### src/rtl/stepped_shifter_if.sv
// Operand, status and borrowed adder/comparator signals of stepped_shifter.
// o_carry exists only when STEPPED_SHIFTER_CARRY_EN is defined.
interface stepped_shifter_if #(
   parameter int N = 8,
   parameter int C = 8
);
   logic         i_start;
   logic         o_busy;
   logic         o_finished;
   logic         i_direction;
   logic [1:0]   i_mode;
   logic [C-1:0] i_amount;
   logic [N-1:0] i_value;
   logic [N-1:0] o_value;
   logic [C-1:0] o_adder_augend;
   logic [C-1:0] o_adder_addend;
   logic [C-1:0] i_adder_sum;
   logic [C-1:0] o_comparator_left;
   logic [C-1:0] o_comparator_right;
   logic         i_comparator_equal;
`ifdef STEPPED_SHIFTER_CARRY_EN
   logic         o_carry;
`endif

   modport slave (
`ifdef STEPPED_SHIFTER_CARRY_EN
      output o_carry,
`endif
      input  i_start, i_direction, i_mode, i_amount, i_value,
      input  i_adder_sum, i_comparator_equal,
      output o_busy, o_finished, o_value,
      output o_adder_augend, o_adder_addend,
      output o_comparator_left, o_comparator_right
   );

   modport master (
`ifdef STEPPED_SHIFTER_CARRY_EN
      input  o_carry,
`endif
      output i_start, i_direction, i_mode, i_amount, i_value,
      output i_adder_sum, i_comparator_equal,
      input  o_busy, o_finished, o_value,
      input  o_adder_augend, o_adder_addend,
      input  o_comparator_left, o_comparator_right
   );
endinterface

### src/rtl/stepped_shifter.sv
// Iterative logical/arithmetic/rotate shifter moving up to STEP bits per clock,
// using an external adder/comparator. STEPPED_SHIFTER_CARRY_EN adds o_carry.
//
// state | meaning
// IDLE  | waiting for i_start; result held on o_value
// SHIFT | shifting by chunk each cycle until count reaches amount
// DONE  | one-cycle o_finished pulse, then back to IDLE
module stepped_shifter #(
   parameter int N    = 8,
   parameter int C    = 8,
   parameter int STEP = 1
) (
   input logic            i_clock,
   input logic            i_reset,
   stepped_shifter_if.slave bus
);

   typedef enum logic [1:0] {IDLE, SHIFT, DONE} state_t;

   localparam logic [C-1:0] STEP_C = C'(STEP);
   localparam logic [C-1:0] ONE_C  = C'(1);

   state_t       state_q, state_d;
   logic [N-1:0] value_q;
   logic [C-1:0] count_q;
   logic [C-1:0] amount_q;
   logic         dir_q;
   logic [1:0]   mode_q;
   logic [C-1:0] remaining;
   logic [C-1:0] chunk;
   logic [N-1:0] sh_val;
`ifdef STEPPED_SHIFTER_CARRY_EN
   logic         carry_q;
   logic         sh_cy;
`endif

   always_ff @(posedge i_clock) begin
      if (i_reset) state_q <= IDLE;
      else         state_q <= state_d;
   end

   always_comb begin
      state_d = state_q;
      case (state_q)
         IDLE:    if (bus.i_start) state_d = SHIFT;
         SHIFT:   if (bus.i_comparator_equal) state_d = DONE;
         DONE:    state_d = IDLE;
         default: state_d = IDLE;
      endcase
   end

   assign remaining = amount_q - count_q;
   assign chunk     = (remaining >= STEP_C) ? STEP_C : ONE_C;

   // Unrolled single-bit steps; the last one applied leaves the innermost expelled bit.
   always_comb begin
      sh_val = value_q;
`ifdef STEPPED_SHIFTER_CARRY_EN
      sh_cy  = 1'b0;
`endif
      for (int i = 0; i < STEP; i++) begin
         if (i < int'(chunk)) begin
`ifdef STEPPED_SHIFTER_CARRY_EN
            sh_cy = dir_q ? sh_val[0] : sh_val[N-1];
`endif
            if (dir_q) begin
               case (mode_q)
                  2'b01:   sh_val = {sh_val[N-1], sh_val[N-1:1]};
                  2'b10:   sh_val = {sh_val[0], sh_val[N-1:1]};
                  default: sh_val = {1'b0, sh_val[N-1:1]};
               endcase
            end else begin
               if (mode_q == 2'b10) sh_val = {sh_val[N-2:0], sh_val[N-1]};
               else                 sh_val = {sh_val[N-2:0], 1'b0};
            end
         end
      end
   end

   always_ff @(posedge i_clock) begin
      if (i_reset) begin
         value_q  <= '0;
         count_q  <= '0;
         amount_q <= '0;
         dir_q    <= 1'b0;
         mode_q   <= 2'b00;
`ifdef STEPPED_SHIFTER_CARRY_EN
         carry_q  <= 1'b0;
`endif
      end else begin
         case (state_q)
            IDLE: begin
               if (bus.i_start) begin
                  value_q  <= bus.i_value;
                  amount_q <= bus.i_amount;
                  count_q  <= '0;
                  dir_q    <= bus.i_direction;
                  mode_q   <= bus.i_mode;
`ifdef STEPPED_SHIFTER_CARRY_EN
                  carry_q  <= 1'b0;
`endif
               end
            end
            SHIFT: begin
               if (!bus.i_comparator_equal) begin
                  value_q <= sh_val;
                  count_q <= bus.i_adder_sum;
`ifdef STEPPED_SHIFTER_CARRY_EN
                  carry_q <= sh_cy;
`endif
               end
            end
            default: ;
         endcase
      end
   end

   assign bus.o_value            = value_q;
   assign bus.o_busy             = (state_q != IDLE);
   assign bus.o_finished         = (state_q == DONE);
   assign bus.o_adder_augend     = count_q;
   assign bus.o_adder_addend     = chunk;
   assign bus.o_comparator_left  = count_q;
   assign bus.o_comparator_right = amount_q;
`ifdef STEPPED_SHIFTER_CARRY_EN
   assign bus.o_carry            = carry_q;
`endif

endmodule

### src/flat_wrapper.sv
// flat-port wrapper written by rule: the top's interface ports become plain ports
module stepped_shifter_flat 
#(
   parameter int N    = 8,
   parameter int C    = 8,
   parameter int STEP = 1
)
  (i_clock, i_reset, bus_i_start, bus_i_direction, bus_i_mode, bus_i_amount, bus_i_value, bus_i_adder_sum, bus_i_comparator_equal, bus_o_busy, bus_o_finished, bus_o_value, bus_o_adder_augend, bus_o_adder_addend, bus_o_comparator_left, bus_o_comparator_right);
  stepped_shifter_if #(.N(N), .C(C)) bus_i ();
  input logic i_clock;
  input logic i_reset;
  input wire logic [$bits(bus_i.i_start)-1:0] bus_i_start;
  input wire logic [$bits(bus_i.i_direction)-1:0] bus_i_direction;
  input wire logic [$bits(bus_i.i_mode)-1:0] bus_i_mode;
  input wire logic [$bits(bus_i.i_amount)-1:0] bus_i_amount;
  input wire logic [$bits(bus_i.i_value)-1:0] bus_i_value;
  input wire logic [$bits(bus_i.i_adder_sum)-1:0] bus_i_adder_sum;
  input wire logic [$bits(bus_i.i_comparator_equal)-1:0] bus_i_comparator_equal;
  output wire logic [$bits(bus_i.o_busy)-1:0] bus_o_busy;
  output wire logic [$bits(bus_i.o_finished)-1:0] bus_o_finished;
  output wire logic [$bits(bus_i.o_value)-1:0] bus_o_value;
  output wire logic [$bits(bus_i.o_adder_augend)-1:0] bus_o_adder_augend;
  output wire logic [$bits(bus_i.o_adder_addend)-1:0] bus_o_adder_addend;
  output wire logic [$bits(bus_i.o_comparator_left)-1:0] bus_o_comparator_left;
  output wire logic [$bits(bus_i.o_comparator_right)-1:0] bus_o_comparator_right;
  assign bus_i.i_start = bus_i_start;
  assign bus_i.i_direction = bus_i_direction;
  assign bus_i.i_mode = bus_i_mode;
  assign bus_i.i_amount = bus_i_amount;
  assign bus_i.i_value = bus_i_value;
  assign bus_i.i_adder_sum = bus_i_adder_sum;
  assign bus_i.i_comparator_equal = bus_i_comparator_equal;
  assign bus_o_busy = bus_i.o_busy;
  assign bus_o_finished = bus_i.o_finished;
  assign bus_o_value = bus_i.o_value;
  assign bus_o_adder_augend = bus_i.o_adder_augend;
  assign bus_o_adder_addend = bus_i.o_adder_addend;
  assign bus_o_comparator_left = bus_i.o_comparator_left;
  assign bus_o_comparator_right = bus_i.o_comparator_right;
  stepped_shifter #(.N(N), .C(C), .STEP(STEP)) u_core (.i_clock(i_clock), .i_reset(i_reset), .bus(bus_i));
endmodule
### config.mk
export PLATFORM = sky130hd
export DESIGN_NAME = stepped_shifter_flat
export DESIGN_NICKNAME = d
export VERILOG_FILES = /design/src/rtl/stepped_shifter_if.sv /design/src/rtl/stepped_shifter.sv /design/src/flat_wrapper.sv
export SDC_FILE = /design/constraint.sdc
export NUM_CORES = 1
export LEC_CHECK = 0
export ABC_AREA = 1
export BUFFER_PORTS_ARGS = -buffer_cell sky130_fd_sc_hd__buf_2
export CORE_MARGIN = 4
export CORE_UTILIZATION = 45
export CTS_BUF_LIST = sky130_fd_sc_hd__clkbuf_8
export DETAILED_ROUTE_END_ITERATION = 10
export GPL_ROUTABILITY_DRIVEN = 0
export GPL_TIMING_DRIVEN = 0
export PLACE_DENSITY = 0.8
export SLEW_MARGIN = 30
export SYNTH_ARGS = -nofsm -noshare
export SYNTH_HDL_FRONTEND = slang
export SYNTH_SLANG_ARGS = --single-unit
### constraint.sdc
create_clock -name i_clock -period 1.53 [get_ports i_clock]
set_input_delay 0.0765 -clock i_clock [delete_from_list [all_inputs] [get_ports i_clock]]
set_output_delay 0.0765 -clock i_clock [all_outputs]
set_load 0.01 [all_outputs]
==> summary.md, run 1 <==
| Metric | Value |
|---|---|
| Leak Pwr | `0.9946 nW` |
| H-Tree Depth | `2` |
| Share of power burned in registers | `0.456` |
| Critical Path Source | `i_reset` |
| Post-synthesis mux area share | `0` |
| Routed vias | `1435` |
| Starting DRT DRC Count | `80` |
| Final Hold Fails | `0` |
| Hold Path Stages | `3` |
| Drt pass-1 iters | `4` |
| I/O Pins | `73` |
| Final worst-path cycle share | `0.8586` |
| Final Skew | `0.004791 ns` |
| Largest family of logic cells by synthesized area | `simple AND/OR/NAND/NOR gates` |
| Unrepaired setup endpoints after global routing | `no` |
| Flops & latches, synth | `29` |
| CTS clock-pin slew for the worst setup and hold paths | `0.06 ns` |
| Clk buf depth | `2` |
| PortBufs | `64` |
| Rows | `19` |
| Mean post-synth cell area | `approximately 7 um2` |
| Post-synthesis cell area | `1386 um2` |
| XOR/XNOR Fraction of Synth Area | `0` |
| Complex-gate fraction of the synthesized area | `0.1679` |
| Initial Util | `0.4860` |
| Core area | `2853 um2` |
| Synthesis-to-finish area growth | `34.48%` |
| Power Density | `1007 nW/um2` |
| Routed Antenna Nets | `0` |
| Syn. warnings | `0` |
| Final setup fails | `0` |
| Final Core Density | `0.6535` |
| Max Cap Viol | `0` |
| Commonest non-fill, non-tap cell in the layout | `buf_2` |
| Setup TNS | `0 ns` |
| Hold Crit Class | `input port to register` |
| Critical path arrival | `1.54 ns` |
| Vias per cell | `4.690` |
| Chip Width | `63.51 um` |
| Layout Nets | `306` |
| VDD IR-drop max | `between 0.0007 and 0.0008 V` |
| CTS sink count | `29` |
| Clock latency on the worst-skew pair | `around 0.28 ns` |
| Hold_buf cts | `1` |
| CTS tree | `yes` |
| Gr usage total | `0.1732` |
| Worst endpoint required time | `1.75 ns` |
| R2R depth | `7` |
| Status | `finished clean` |
| GRT overflow | `0` |
| Routed WL | `about 3400 um` |
| Worst r2r src | `u_core.state_q[1]` |
| Die Area | `4033 um2` |
| Setup slack after layout | `0.2163 ns` |
| Hold EP | `u_core.bus.o_adder_augend[4]` |
| Seq/Total Area, Yosys | `0.4188` |
| Psw | `about 0.55 mW` |
| CTS root buf | `clkbuf_8` |
| F_max | `0.7612 GHz` |
| Die height | `around 64 um` |
| Post-synth cell types | `23` |
| Num CTS Buffers | `5` |
| WL/cell | `~11 um` |
| Vias in the first global route | `approximately 1300` |
| HPWL Detailed | `2524 um` |
| Critical path class | `input port to register` |
| CP max FO | `10` |
| Max-slew violation count | `0` |
| Int Power | `1.329 mW` |
| DRC errors left | `0` |
| Commonest non-fill, non-tap cells in the layout | `65 x buf_2, 35 x nand2_1, 29 x nor2_1, 29 x dfxtp_1, 18 x o21ai_0` |
| Adder-cell share of the synthesized area | `0` |
| Clock Power Share | `0.335` |
| First-pass GRT wire length | `5582 um` |
| Initial antenna violation count | `0` |
| Comb pwr share | `0.210` |
| Sw Share | `0.2925` |
| Layout cells sized above 1 | `0.3600` |
| Crit Reg-Reg Endpoint | `u_core.bus.o_value[6]` |
| CP endpoint kind | `register` |
| R2r setup slk | `~0.3 ns` |
| Min Tclk post-route | `1.314 ns` |
| Setup Fix Bufs, Post-CTS | `0` |
| Critical Path Start Type | `input port` |
| Cell count after synthesis | `a little under 200` |
| Critical hold path startpoint | `bus_i_adder_sum[4]` |
| Largest net degree at the start of global routing | `11` |
| Place WS | `0.3030 ns` |
| Simple-gate share of the synthesized area | `0.2473` |
| CTS resizes | `0` |
| Ant. Diodes | `0` |
## logic make-up after synthesis
group,after synthesis
AOI/OAI and AO/OA,45
buffers and inverters,40
DFF,29
other,2
and+or+nand+nor,81
## state kept, by name (all words and copies together) (netlist names)
name	flops
u_core.bus.o_comparator_right	8
u_core.bus.o_adder_augend	8
u_core.mode_q	2
u_core.state_q	2
u_core.bus.o_value	8
u_core.dir_q	1
## final cells by class
type	instances	area, um2
plain buffers	22	155.1
fillers	270	988.4
multi-input cells	134	605.6
clock buffers	6	82.58
well taps	31	38.79
flip-flops and latches	29	580.6
clock inverters	1	3.754
repair buffers	65	330.3
inverters	18	67.56
## critical path: stages
cell and delay (ns):
dlygate4sd3_1 0.54, buf_2 0.13, clkinv_1 0.16, clkbuf_1 0.38, o21ai_1 0.14, nor2_1 0.11
## how the worst max path moves through the flow
stage                                  to  cells after the start  slack, ns
floorplan           u_core.bus.o_value[6]                      7       0.43
global placement    u_core.bus.o_value[5]                      7       0.32
detailed placement  u_core.bus.o_value[5]                      7       0.30
CTS                 u_core.bus.o_value[1]                      6       0.20
global route        u_core.bus.o_value[6]                      6       0.10
finish              u_core.bus.o_value[1]                      6       0.22
## power groups by stage
stage          clock [mW]  sequential, mW  combinational (mW)
5_1_grt             0.670           0.865               0.445
3_5_place_dp            0           0.871               0.392
3_3_place_gp            0           0.869               0.387
6_report            0.628           0.856               0.394
2_1_floorplan           0           0.891               0.230
4_1_cts             0.637           0.855               0.397
## through the flow
step	area [um2]	hold WS, ns	total power [mW]	instances
2_1_floorplan	1409	0.1533	1.121	203
3_3_place_gp	1768	0.2650	1.256	298
3_5_place_dp	1768	0.2661	1.263	298
4_1_cts	1864	0.02959	1.889	306
5_1_grt	1864	0.04577	1.980	306
6_report	1864	0.03385	1.878	306
## cell usage after synthesis
master    number  area (um2)
dfxtp_1       29       580.6
nand2_4        1       11.26
a21oi_1       10       50.05
o21ai_1       15       75.07
nor2_1        29       108.9
clkbuf_1       2       7.510
nand3_1       10       50.05
buf_2          1       5.000
inv_2          3       11.26
nand2_2        2       12.51
buf_4         17       127.6
buf_1          1       3.750
nor3_1         1       5.000
conb_1         2       7.510
a21oi_2        2       17.52
nand2_1       35       131.4
buf_6          1       11.26
clkinv_1       1       3.750
inv_1         14       52.55
nand4_1        1       6.260
nor2_4         1       11.26
o21ai_0       18       90.09
or2_2          1       6.260
## routing by layer
metal	part of all wire	GRT usage	wire length (um)
met5	0	0	0
met1	0.44	0.2121	1503
met3	0.082	0.05329	279
met4	0.024	0.09973	80
met2	0.45	0.2660	1534
Note: power is estimated with default switching activity, not from simulation.
==> inputs of run 2 (changes only) <==
--- a/config.mk
+++ b/config.mk
@@ -6,14 +6,13 @@
 export NUM_CORES = 1
 export LEC_CHECK = 0
 export ABC_AREA = 1
-export BUFFER_PORTS_ARGS = -buffer_cell sky130_fd_sc_hd__buf_2
 export CORE_MARGIN = 4
 export CORE_UTILIZATION = 45
 export CTS_BUF_LIST = sky130_fd_sc_hd__clkbuf_8
 export DETAILED_ROUTE_END_ITERATION = 10
+export DONT_BUFFER_PORTS = 1
 export GPL_ROUTABILITY_DRIVEN = 0
 export GPL_TIMING_DRIVEN = 0
-export PLACE_DENSITY = 0.8
 export SLEW_MARGIN = 30
 export SYNTH_ARGS = -nofsm -noshare
 export SYNTH_HDL_FRONTEND = slang
==> run 2 against run 1 <==
Net effect: non-clock buffer count decreased by 47; die area unchanged; flip-flop and latch count unchanged; combinational power decreased by 20%.
==> summary.md, run 2 (same netlist as run 1, synthesis figures left out) <==
| Metric | Value |
|---|---|
| Status | `finished clean (unchanged)` |
| Largest net degree at the start of global routing | `11 (unchanged)` |
| GRT overflow | `0 (unchanged)` |
| CP max FO | `9 (was 10)` |
| Final Hold Fails | `0 (unchanged)` |
| Setup TNS | `0 ns (unchanged)` |
| R2R depth | `4 (was 7)` |
| CTS clock-pin slew for the worst setup and hold paths | `0.06 ns (about the same)` |
| Die Area | `4033 um2 (unchanged)` |
| Rows | `19 (unchanged)` |
| Slowest cell delay on critical path | `0.55 ns (was 0.54 ns)` |
| Unrepaired setup endpoints after global routing | `no (unchanged)` |
| Psw | `0.5344 mW (was 0.5492 mW)` |
| I/O Pins | `73 (unchanged)` |
| CTS sink count | `29 (unchanged)` |
| Filler cells | `276 (was 270)` |
| Synthesis-to-finish area growth | `23.56% (was 34.48%)` |
| Buf/Inv on CP | `2 (was 4)` |
| Int Power | `1.253 mW (was 1.329 mW)` |
| Power Density | `1043 nW/um2 (was 1007 nW/um2)` |
| Commonest non-fill, non-tap cells in the layout | `34 x nand2_1, 29 x nor2_1, 29 x dfxtp_1, 18 x o21ai_0, 18 x dlygate4sd3_1 (was 65 x buf_2, 35 x nand2_1, 29 x nor2_1, 29 x dfxtp_1, 18 x o21ai_0)` |
| Core area | `2853 um2 (unchanged)` |
| Crit Reg-Reg Endpoint | `u_core.state_q[1] (was u_core.bus.o_value[6])` |
| VDD IR-drop max | `0.0005485 V (was 0.0007319 V)` |
| Comb pwr share | `0.176 (was 0.210)` |
| Critical path class | `register to register (was input port to register)` |
| R2r setup slk | `0.16 ns (was 0.30 ns)` |
| Die height | `63.51 um (unchanged)` |
| Crit-path cells | `inv_2 -> nand2_2 -> nor3_1 -> dlygate4sd3_1 (was dlygate4sd3_1 -> buf_2 -> clkinv_1 -> clkbuf_1 -> o21ai_1 -> nor2_1)` |
| Hold Path Stages | `2 (was 3)` |
| Leak Pwr | `0.7741 nW (was 0.9946 nW)` |
| WL/cell | `13.20 um (was 11.10 um)` |
| Commonest non-fill, non-tap cell in the layout | `nand2_1 (was buf_2)` |
| Final Skew | `0.001481 ns (was 0.004791 ns)` |
| Critical hold path startpoint | `bus_i_mode[0] (was bus_i_adder_sum[4])` |
| Ant. Diodes | `0 (unchanged)` |
| F_max | `0.7296 GHz (was 0.7612 GHz)` |
| Layout Nets | `259 (was 306)` |
| CP endpoint kind | `register (unchanged)` |
| Vias per cell | `5.012 (was 4.690)` |
| Clk buf depth | `2 (unchanged)` |
| Initial Util | `0.4860 (unchanged)` |
| Critical Path Start Type | `register (was input port)` |
| Drt pass-1 iters | `4 (unchanged)` |
| CTS tree | `yes (unchanged)` |
| Hold EP | `u_core.mode_q[0] (was u_core.bus.o_adder_augend[4])` |
| Starting DRT DRC Count | `33 (was 80)` |
| Sw Share | `0.2990 (was 0.2925)` |
| Initial antenna violation count | `0 (unchanged)` |
| Hold Crit Class | `input port to register (unchanged)` |
| Multi-input combinational cell area | `608.1 um2 (was 605.6 um2)` |
| Max-slew violation count | `0 (unchanged)` |
| CTS root buf | `clkbuf_8 (unchanged)` |
| Share of power burned in registers | `0.497 (was 0.456)` |
| PortBufs | `0 (was 64)` |
| Min Tclk post-route | `1.371 ns (was 1.314 ns)` |
| Worst endpoint required time | `1.70 ns (was 1.75 ns)` |
| Vias in the first global route | `1212 (was 1303)` |
| Routed WL | `3431 um (was 3397 um)` |
| HPWL Detailed | `2570 um (was 2524 um)` |
| Max Cap Viol | `0 (unchanged)` |
| Final worst-path cycle share | `0.8959 (was 0.8586)` |
| Final Core Density | `0.6004 (was 0.6535)` |
| Clock latency on the worst-skew pair | `0.28 ns (about the same)` |
| Routed vias | `1303 (was 1435)` |
| Chip Width | `63.51 um (unchanged)` |
| Routed Antenna Nets | `0 (unchanged)` |
| DRC errors left | `0 (unchanged)` |
| Gr usage total | `0.1801 (was 0.1732)` |
| First-pass GRT wire length | `5671 um (was 5582 um)` |
| Clock Power Share | `0.327 (was 0.335)` |
| Crit-path slowest cell | `dlygate4sd3_1 (unchanged)` |
| CP delay by family, top | `buffers and inverters (unchanged)` |
| Worst r2r src | `u_core.state_q[1] (unchanged)` |
| Num CTS Buffers | `5 (unchanged)` |
| Critical path arrival | `1.54 ns (about the same)` |
| Final setup fails | `0 (unchanged)` |
| Layout cells sized above 1 | `0.1616 (was 0.3600)` |
| H-Tree Depth | `2 (unchanged)` |
| Storage cell area | `580.6 um2 (unchanged)` |
[run 2: cell count changes in the layout (fill, tap and decap cells not counted)]
cell,before,now
clkinv_2,0,2
nand2_2,2,3
nand2_1,35,34
clkbuf_8,6,5
buf_2,65,1
dlygate4sd3_1,1,18
[run 2: area by class of cell]
type | count | share of cell area
Sequential cell | 29 | 0.3389
Tap cell | 31 | 0.02264
Buffer | 22 | 0.09058
Clock buffer | 5 | 0.04018
Inverter | 18 | 0.03944
Multi-Input combinational cell | 134 | 0.3550
Clock inverter | 3 | 0.008035
Timing Repair Buffer | 18 | 0.1052
[run 2: worst max path at each step]
stage | from | endpoint | slack (ns) | cells after the start
after global routing | u_core.state_q[0] | u_core.state_q[1] | 0.08 | 3
after CTS | u_core.state_q[1] | u_core.state_q[1] | 0.05 | 4
after detailed placement | u_core.state_q[1] | u_core.bus.o_value[6] | 0.29 | 7
final | u_core.state_q[1] | u_core.state_q[1] | 0.16 | 4
after floorplan | u_core.state_q[1] | u_core.bus.o_value[6] | 0.43 | 7
after global placement | u_core.state_q[1] | u_core.bus.o_value[5] | 0.31 | 7
[run 2: stage by stage]
step	total power, mW	hold WS (ns)	setup slack [ns]	instance area, um2	instances
detailed placement	1.186	0.1560	0.2912	1448	234
global route	1.912	0.007331	0.07909	1713	260
floorplan	1.121	0.1533	0.4285	1409	203
finish	1.787	0.008229	0.1593	1713	260
CTS	1.813	0.007814	0.05480	1710	260
global placement	1.175	0.1550	0.3064	1448	234
[run 2: repair_timing]
action | in CTS | in global routing
endpoints found under the hold margin | 17 | 0
hold buffers | 18 | 0
setup endpoints to repair | 0 | 1
resized for setup | 0 | 1
setup buffers | 0 | 0
[run 2: layer usage]
layer	GRT usage	part of all wire	vias up
met5	0	0	-
met4	0.09704	0.021	0
met3	0.06927	0.083	8
met2	0.2855	0.47	51
met1	0.2076	0.42	576
li1	-	-	668
[run 2: power by group through the flow]
| stage | Combinational (mW) | Clock [mW] | Sequential, mW |
|---|---|---|---|
| global placement | 0.272 | 0 | 0.904 |
| finish | 0.315 | 0.584 | 0.889 |
| floorplan | 0.230 | 0 | 0.891 |
| detailed placement | 0.278 | 0 | 0.907 |
| global route | 0.360 | 0.654 | 0.898 |
| CTS | 0.316 | 0.607 | 0.890 |
==> inputs of run 3 (changes only) <==
--- a/config.mk
+++ b/config.mk
@@ -6,7 +6,7 @@
 export NUM_CORES = 1
 export LEC_CHECK = 0
 export ABC_AREA = 1
-export CORE_MARGIN = 4
+export CORE_MARGIN = 1.5
 export CORE_UTILIZATION = 45
 export CTS_BUF_LIST = sky130_fd_sc_hd__clkbuf_8
 export DETAILED_ROUTE_END_ITERATION = 10
==> run 3 against run 2 <==
Net effect: via count is 1.5% lower; count of clock-buffer cells in the layout is 1 higher; global-route usage is 1.9 points higher; core utilization is 2.1 points higher; setup slack worse by 0.038 ns; critical path depth is 1 lower; register-to-register slack worse by 0.04 ns; first-iteration DRC count is 39% higher; critical endpoint unchanged; clock power is 39% higher; highest routed layer unchanged.
==> summary.md, run 3 (same netlist as run 1, synthesis figures left out) <==
| Metric | Value |
|---|---|
| H-Tree Depth | `2 (unchanged)` |
| Starting DRT DRC Count | `46 (was 33)` |
| Critical Path Source | `u_core.state_q[0] (was u_core.state_q[1])` |
| Worst r2r src | `u_core.state_q[0] (was u_core.state_q[1])` |
| Clock latency on the worst-skew pair | `0.28 ns (about the same)` |
| Setup Fix Bufs, Post-CTS | `0 (unchanged)` |
| Initial Util | `0.4900 (was 0.4860)` |
| Crit-path slowest cell | `dlygate4sd3_1 (unchanged)` |
| Critical hold path startpoint | `bus_i_amount[4] (was bus_i_mode[0])` |
| Unrepaired setup endpoints after global routing | `no (unchanged)` |
| CTS tree | `yes (unchanged)` |
| CP endpoint kind | `register (unchanged)` |
| Die Area | `3423 um2 (was 4033 um2)` |
| Layout Nets | `260 (was 259)` |
| Hold Crit Class | `input port to register (unchanged)` |
| Chip Width | `58.51 um (was 63.51 um)` |
| R2R depth | `3 (was 4)` |
| Commonest non-fill, non-tap cells in the layout | `34 x nand2_1, 29 x nor2_1, 29 x dfxtp_1, 19 x dlygate4sd3_1, 18 x o21ai_0 (was 34 x nand2_1, 29 x nor2_1, 29 x dfxtp_1, 18 x o21ai_0, 18 x dlygate4sd3_1)` |
| Clk buf depth | `2 (unchanged)` |
| Power Density | `1146 nW/um2 (was 1043 nW/um2)` |
| Crit-path cells | `nand2_2 -> nor3_1 -> dlygate4sd3_1 (was inv_2 -> nand2_2 -> nor3_1 -> dlygate4sd3_1)` |
| Drt pass-1 iters | `4 (unchanged)` |
| F_max | `0.7100 GHz (was 0.7296 GHz)` |
| Synthesis-to-finish area growth | `26.71% (was 23.56%)` |
| Largest net degree at the start of global routing | `11 (unchanged)` |
| Filler cells | `268 (was 276)` |
| DRC errors left | `0 (unchanged)` |
| Die height | `58.51 um (was 63.51 um)` |
| Critical Path Start Type | `register (unchanged)` |
| Routed Antenna Nets | `0 (unchanged)` |
| Ant. Diodes | `0 (unchanged)` |
| PortBufs | `0 (unchanged)` |
| Layout cells sized above 1 | `0.1609 (was 0.1616)` |
| VDD IR-drop max | `0.0009310 V (was 0.0005485 V)` |
| Clock Power Share | `0.402 (was 0.327)` |
| Share of power burned in registers | `0.441 (was 0.497)` |
| Worst endpoint required time | `1.75 ns (was 1.70 ns)` |
| Hold Path Stages | `2 (unchanged)` |
| Crit Reg-Reg Endpoint | `u_core.state_q[1] (unchanged)` |
| Comb pwr share | `0.157 (was 0.176)` |
| Commonest non-fill, non-tap cell in the layout | `nand2_1 (unchanged)` |
| Initial antenna violation count | `0 (unchanged)` |
| GRT overflow | `0 (unchanged)` |
| Critical path class | `register to register (unchanged)` |
| Int Power | `1.471 mW (was 1.253 mW)` |
| CTS clock-pin slew for the worst setup and hold paths | `0.06 ns (about the same)` |
| Core area | `2829 um2 (was 2853 um2)` |
| Gr usage total | `0.1989 (was 0.1801)` |
| Routed vias | `1283 (was 1303)` |
| Critical path arrival | `1.63 ns (was 1.54 ns)` |
| Num CTS Buffers | `5 (unchanged)` |
| Vias in the first global route | `1124 (was 1212)` |
| Fin Hold WS | `0.009214 ns (was 0.008229 ns)` |
| CP delay by family, top | `buffers and inverters (unchanged)` |
| HPWL Detailed | `2299 um (was 2570 um)` |
| Buf/Inv on CP | `1 (was 2)` |
| Hold EP | `u_core.bus.o_comparator_right[4] (was u_core.mode_q[0])` |
| Slowest cell delay on critical path | `0.58 ns (was 0.55 ns)` |
| Final setup fails | `0 (unchanged)` |
| Rows | `19 (unchanged)` |
| Leak Pwr | `0.7918 nW (was 0.7741 nW)` |
| Routed WL | `3345 um (was 3431 um)` |
| Psw | `0.5429 mW (was 0.5344 mW)` |
| Final Skew | `0.004410 ns (was 0.001481 ns)` |
| Setup TNS | `0 ns (unchanged)` |
| Final Hold Fails | `0 (unchanged)` |
| R2r setup slk | `0.12 ns (was 0.16 ns)` |
| Max Cap Viol | `0 (unchanged)` |
| Vias per cell | `4.916 (was 5.012)` |
| Final worst-path cycle share | `0.9206 (was 0.8959)` |
| First-pass GRT wire length | `5078 um (was 5671 um)` |
| Min Tclk post-route | `1.408 ns (was 1.371 ns)` |
| Sw Share | `0.2696 (was 0.2990)` |
| CTS sink count | `29 (unchanged)` |
| I/O Pins | `73 (unchanged)` |
| Max-slew violation count | `0 (unchanged)` |
| CTS root buf | `clkbuf_8 (unchanged)` |
| Status | `finished clean (unchanged)` |
| WL/cell | `12.82 um (was 13.20 um)` |
| CP max FO | `9 (unchanged)` |
## run 3: cell types whose count changed in the layout (fill, tap and decap cells not counted), sizes merged
| cell | previous run | this run |
|---|---|---|
| bufinv | 0 | 1 |
| clkbuf | 7 | 8 |
| clkinv | 3 | 1 |
| dlygate4sd3 | 18 | 19 |
## run 3: power groups by stage
stage          Clock, mW  Sequential, mW  Combinational (mW)
5_1_grt            0.866           0.897               0.358
3_5_place_dp           0           0.905               0.276
4_1_cts            0.836           0.889               0.316
6_report           0.809           0.889               0.316
3_3_place_gp           0           0.903               0.271
2_1_floorplan          0           0.891               0.230
## run 3: per-stage QoR
stage | power (mW) | area (um2) | worst slack [ns] | utilization | std cells
floorplan | 1.121 | 1409 | 0.4285 | - | 203
global placement | 1.173 | 1448 | 0.3099 | 0.5117 | 234
detailed placement | 1.181 | 1448 | 0.2816 | 0.5117 | 234
CTS | 2.041 | 1754 | 0.02975 | 0.6201 | 261
global route | 2.121 | 1757 | 0.02440 | 0.6210 | 261
finish | 2.014 | 1757 | 0.1215 | 0.6210 | 261
## run 3: metal layers
layer,GRT usage,wire length (um),vias to the layer above,part of all wire
met4,0.08970,45,0,0.013
met3,0.07692,279,4,0.083
met1,0.2317,1456,556,0.44
li1,-,-,668,-
met5,0,0,-,0
met2,0.3226,1563,55,0.47
## run 3: repair_timing
action | 4_1_cts | 5_1_grt
endpoints found under the hold margin | 18 | 0
hold buffers | 19 | 0
resized for setup | 0 | 1
setup endpoints to repair | 0 | 1
## run 3: how the worst max path moves through the flow
stage	endpoint	slack [ns]	cells past startpoint
5_1_grt	u_core.state_q[1]	0.02	3
2_1_floorplan	u_core.bus.o_value[6]	0.43	7
6_report	u_core.state_q[1]	0.12	3
3_5_place_dp	u_core.bus.o_value[6]	0.28	7
3_3_place_gp	u_core.bus.o_value[5]	0.31	7
4_1_cts	u_core.state_q[1]	0.03	4
## run 3: layout make-up
| class | instances | area (um2) | area share |
|---|---|---|---|
| multi-input combinational | 134 | 608.1 | 0.3462 |
| clock buffer | 6 | 82.58 | 0.04701 |
| tap | 31 | 38.79 | 0.02208 |
| sequential | 29 | 580.6 | 0.3305 |
| buffer | 22 | 155.1 | 0.08832 |
| inverter | 18 | 67.56 | 0.03846 |
| timing repair buffer | 19 | 190.2 | 0.1083 |
| clock inverter | 2 | 33.78 | 0.01923 |
## run 3: worst register-to-register path, cell delays in order (launching register included)
cell	delay, ns
dfxtp_1	0.43
nand2_2	0.18
nor3_1	0.17
dlygate4sd3_1	0.58
